File: config.mk
export PLATFORM = sky130hd
export DESIGN_NAME = xor_share_arbiter
export DESIGN_NICKNAME = d
export VERILOG_FILES = /design/src/rtl/xor_arb_pkg.sv /design/src/rtl/rr_pick.sv /design/src/rtl/xor_share_arbiter.sv
export SDC_FILE = /design/constraint.sdc
export NUM_CORES = 1
export LEC_CHECK = 0
export BUFFER_PORTS_ARGS = -buffer_cell sky130_fd_sc_hd__buf_2
export CORE_ASPECT_RATIO = 0.6
export CORE_UTILIZATION = 30
export CTS_CLUSTER_SIZE = 24
export DETAILED_ROUTE_END_ITERATION = 6
export PLACE_DENSITY_LB_ADDON = 0.05
export SYNTH_ARGS = -nofsm -noshare
export SYNTH_HDL_FRONTEND = slang
export SYNTH_SLANG_ARGS = --single-unit
export TNS_END_PERCENT = 50
File: constraint.sdc
create_clock -name CLK -period 4.03 [get_ports CLK]
set_input_delay 0.2015 -clock CLK [delete_from_list [all_inputs] [get_ports CLK]]
set_output_delay 0.2015 -clock CLK [all_outputs]
set_load 0.05 [all_outputs]
File: src/rtl/xor_arb_pkg.sv
// Shared constants and helpers for the XOR share arbiter.
// State encoding and defaults live here for reuse by later controllers.
package xor_arb_pkg;

  localparam int NREQ_DEF = 4;
  localparam int W_DEF    = 8;
  localparam int IDW_DEF  = 2;
  localparam int CNTW_DEF = 16;

  localparam logic EMPTY = 1'b0;
  localparam logic FULL  = 1'b1;

  function automatic int clog2(input int v);
    int r;
    r = 0;
    while ((1 << r) < v) r++;
    return r;
  endfunction

endpackage

File: src/rtl/rr_pick.sv
// Combinational round-robin picker: first valid bit at or after ptr.
// Emits a one-hot grant, its encoded index and an any-valid flag.
module rr_pick
  import xor_arb_pkg::*;
#(
  parameter int NREQ = NREQ_DEF,
  parameter int IDW  = IDW_DEF
) (
  input  logic [NREQ-1:0] valid,
  input  logic [IDW-1:0]  ptr,
  output logic [NREQ-1:0] gnt,
  output logic [IDW-1:0]  idx,
  output logic            any
);

  logic [IDW:0] j;

  always_comb begin
    gnt = '0;
    idx = '0;
    any = 1'b0;
    j   = '0;
    for (int i = 0; i < NREQ; i++) begin
      j = {1'b0, ptr} + (IDW+1)'(i);
      if (j >= (IDW+1)'(NREQ)) j = j - (IDW+1)'(NREQ);
      if (!any && valid[j[IDW-1:0]]) begin
        any = 1'b1;
        gnt[j[IDW-1:0]] = 1'b1;
        idx = j[IDW-1:0];
      end
    end
  end

endmodule

File: src/rtl/xor_share_arbiter.sv
// One registered XOR datapath shared round-robin among NREQ requesters.
// Result slot drains and refills in the same cycle for full throughput.
module xor_share_arbiter
  import xor_arb_pkg::*;
#(
  parameter int NREQ = NREQ_DEF,
  parameter int W    = W_DEF,
  parameter int IDW  = IDW_DEF,
  parameter int CNTW = CNTW_DEF
) (
  input  logic              CLK,
  input  logic              RST_N,
  input  logic [NREQ-1:0]   REQ_VALID,
  input  logic [NREQ*W-1:0] REQ_A,
  input  logic [NREQ*W-1:0] REQ_B,
  output logic [NREQ-1:0]   REQ_READY,
  output logic              RSP_VALID,
  output logic [W-1:0]      RSP_DATA,
  output logic [IDW-1:0]    RSP_ID,
  input  logic              RSP_READY,
  output logic [CNTW-1:0]   OP_COUNT,
  output logic              BUSY
);

  if (IDW < clog2(NREQ) || NREQ < 2 || NREQ > 8) begin : g_bad_cfg
    $error("xor_share_arbiter: bad NREQ/IDW");
  end

  logic            state;
  logic [IDW-1:0]  ptr;
  logic [NREQ-1:0] gnt;
  logic [IDW-1:0]  win;
  logic            any;
  logic            slot_free;
  logic            take;
  logic            hs;
  logic [IDW-1:0]  ptr_nxt;
  logic [W-1:0]    win_xor;

  rr_pick #(
    .NREQ (NREQ),
    .IDW  (IDW)
  ) u_pick (
    .valid (REQ_VALID),
    .ptr   (ptr),
    .gnt   (gnt),
    .idx   (win),
    .any   (any)
  );

  assign hs        = (state == FULL) & RSP_READY;
  assign slot_free = (state == EMPTY) | RSP_READY;
  // RST_N gates the grant so nothing is accepted while held in reset
  assign take      = slot_free & any & RST_N;
  assign REQ_READY = take ? gnt : '0;

  assign ptr_nxt = (win == IDW'(NREQ-1)) ? '0 : win + 1'b1;
  assign win_xor = REQ_A[win*W +: W] ^ REQ_B[win*W +: W];

  always_ff @(posedge CLK or negedge RST_N) begin
    if (!RST_N) begin
      state    <= EMPTY;
      ptr      <= '0;
      RSP_DATA <= '0;
      RSP_ID   <= '0;
      OP_COUNT <= '0;
    end else begin
      if (take) begin
        RSP_DATA <= win_xor;
        RSP_ID   <= win;
        ptr      <= ptr_nxt;
        state    <= FULL;
      end else if (hs) begin
        state    <= EMPTY;
      end
      if (hs) OP_COUNT <= OP_COUNT + 1'b1;
    end
  end

  assign RSP_VALID = (state == FULL);
  assign BUSY      = (state == FULL) | (|REQ_VALID);

endmodule

==> results.ini <==
[grt]
grt_pass1_vias=2183
antenna_found_initial=0
grt_use_total=0.171
grt.overflow.total=0
grt_max_degree=29
grt_pass1_wl_um=11300

[hold_path]
hp-class=primary input to flip-flop

[synthesis]
synthSimpleGateAreaFrac=0.180
synth_top_family_by_area=compound AO/OA/AOI/OAI gates
ys_top_cells_by_area=dfrtp_1, xnor2_1, xor2_1
dominantRegCellSynth=dfrtp_1
synth_cell_types=47
syn_nets=350
synth_edf_count=0
synth.top_cell.area_share=0.298
yosysSeqAreaShare=0.298
netlist_area_um2=2430
synth_async_sr_flop_share=1.00
synthAdderAreaFrac=0.0463
post-synth-top-area-cell=dfrtp_1
ys_ff_latch=29
synth_mux_area_frac=0.0452
synthCells=270
syn_avg_cell_area_um2=9.01
ys_warn_count=0
synth_xor_area_frac=0.173
synth_compound_area_frac=0.218

[timing]
final.period_utilization=0.796
setup_violations=0
layout_min_cycle_time_ns=3.21
slew_headroom=0.449
tns_ns=0
slew_violations=0
clock_skew_ns=0.00818
fmax_mhz=312
hold_viol=0
grt_setup_unrepaired=no
worst_slew_pin_slew_ns=0.827

[drt]
wl_per_cell_um=14.7
drc=0
dr.pass1.iters=4
drt-total-wl_um=7010
via_per_inst=4.92
drtIter0Drc=109
ant_nets=0
vias=2347

[run]
cap_violations=0

[clock_tree]
cts_tree=yes
cts_made_buffers=5
cts_buffer_depth=2
clkTransAtPathRegs_ns=0.05
post-cts-setup-buffers=0
postCtsResizedCells=0
insertion_delay_ns=0.28
root_buffer=clkbuf_16
numClockSinks=29
htree_num_levels=2

[setup_path]
cp-start-kind=flip-flop
r2r_slack_ns=0.83
crit_fanout=10
crit_required_ns=3.83
endpoint_kind=output pin
critPathKind=flip-flop to output pin
arrival_ns=3.01

[status]
outcome=complete, no violations

[cells_and_area]
final_util=0.404
antenna_cells=0
instances_no_fill=477
areaGrowthSynthToFinish_pct=30.4
layout-drive-gt1-share=0.339
final_cell_mix=buf_2, nor2_1, xnor2_1, dfrtp_1, nand2_1
fillers=827
layout_commonest_cell=buf_2
nNetsFinal=449

[place]
port-buffer-count=102
dpl.cell_count=469
place.gp.congestion=0.812
hpwl_um=5250

[die]
die_area_um2=8490
die_height_um=71.8
coreArea_um2=7850
dieWidth_um=118
rows=25
io_pins=103
initial_utilization=0.310

[pwr]
ir_drop_v=0.000357
p_per_area_nw_per_um2=752
leakage_uw=0.00143

-- sequential cells by signal, summed over array words and instances (netlist names) --
signal     cells
OP_COUNT      16
RSP_DATA       8
RSP_ID         2
RSP_VALID      1
ptr            2
-- layer usage --
metal | global-route usage | up-vias | part of all wire
met5 | 0 | - | 0
met4 | 0.0342 | 0 | 0.0046
met3 | 0.0398 | 4 | 0.045
met2 | 0.246 | 53 | 0.42
met1 | 0.259 | 1101 | 0.53
li1 | - | 1189 | -
-- kinds of logic (layout without fill, tap and decap cells) --
group,after synthesis,count (layout)
compound gates,66,66
flops,29,29
fa+ha+maj,9,9
simple gates,93,93
xor+xnor,48,48
mux,7,7
buf+inv,18,117
-- where the power goes --
part | switching (µW) | internal, µW
clock network | 127 | 242
registers | 83.0 | 381
logic | 1030 | 527
-- stage by stage --
stage / setup slack [ns] / total power, µW / area (µm²) / hold slack, ns
4_1_cts: 0.817 / 2400 / 3170 / 0.226
6_report: 0.821 / 2390 / 3170 / 0.231
5_1_grt: 0.613 / 2570 / 3170 / 0.259
2_1_floorplan: 0.645 / 1690 / 2430 / -0.0941
3_3_place_gp: 0.961 / 2020 / 3020 / 0.0439
3_5_place_dp: 0.868 / 2020 / 3020 / 0.0411
-- cell type report --
cell class                      instances  area (µm²)  share of cell area
Inverter                                4        15.0             0.00473
Timing Repair Buffer                  106         543               0.171
Sequential cell                        29         726               0.229
Clock buffer                            7         143              0.0450
Tap cell                              108         135              0.0426
Multi-Input combinational cell        223        1610               0.508
-- synth_stat cells, drive strengths merged (5+ instances only) --
library cell  count
a2111o            7
a211oi            7
a21oi             5
a31oi             8
a41oi             7
buf               7
clkbuf            7
dfrtp            29
ha                9
nand2            22
nand3             6
nor2             39
nor3              7
o2111ai           7
o21ai             8
xnor2            31
xor2             17
-- path summary, 6_finish.rpt --
path                                     startpoint                       end  cells past startpoint
max                              ptr[1]$_DFFE_PN0P_              REQ_READY[2]                      9
min                                       RSP_READY   OP_COUNT[0]$_DFFE_PN0P_                      3
max reg2reg                      ptr[1]$_DFFE_PN0P_   RSP_DATA[2]$_DFFE_PN0P_                      8
min reg2reg                OP_COUNT[15]$_DFFE_PN0P_  OP_COUNT[15]$_DFFE_PN0P_                      1
max in group asynchronous                     RST_N     RSP_VALID$_DFFE_PN0P_                      3
min in group asynchronous                     RST_N     RSP_ID[1]$_DFFE_PN0P_                      2
-- timing repair --
action,CTS,global route
hold buffers,1,0
endpoints found under the hold margin,2,0
setup endpoints to repair,0,0
-- worst max-delay path, cell delays in order, from the launching register on --
cell and delay (ns):
dfrtp_1 0.54, inv_1 0.16, ha_1 0.47, mux4_2 0.67
nor2b_4 0.23, a22oi_1 0.09, nor2_1 0.10, a221oi_1 0.06
nor2_1 0.13, buf_2 0.28
(Power assumes the default switching activity.)
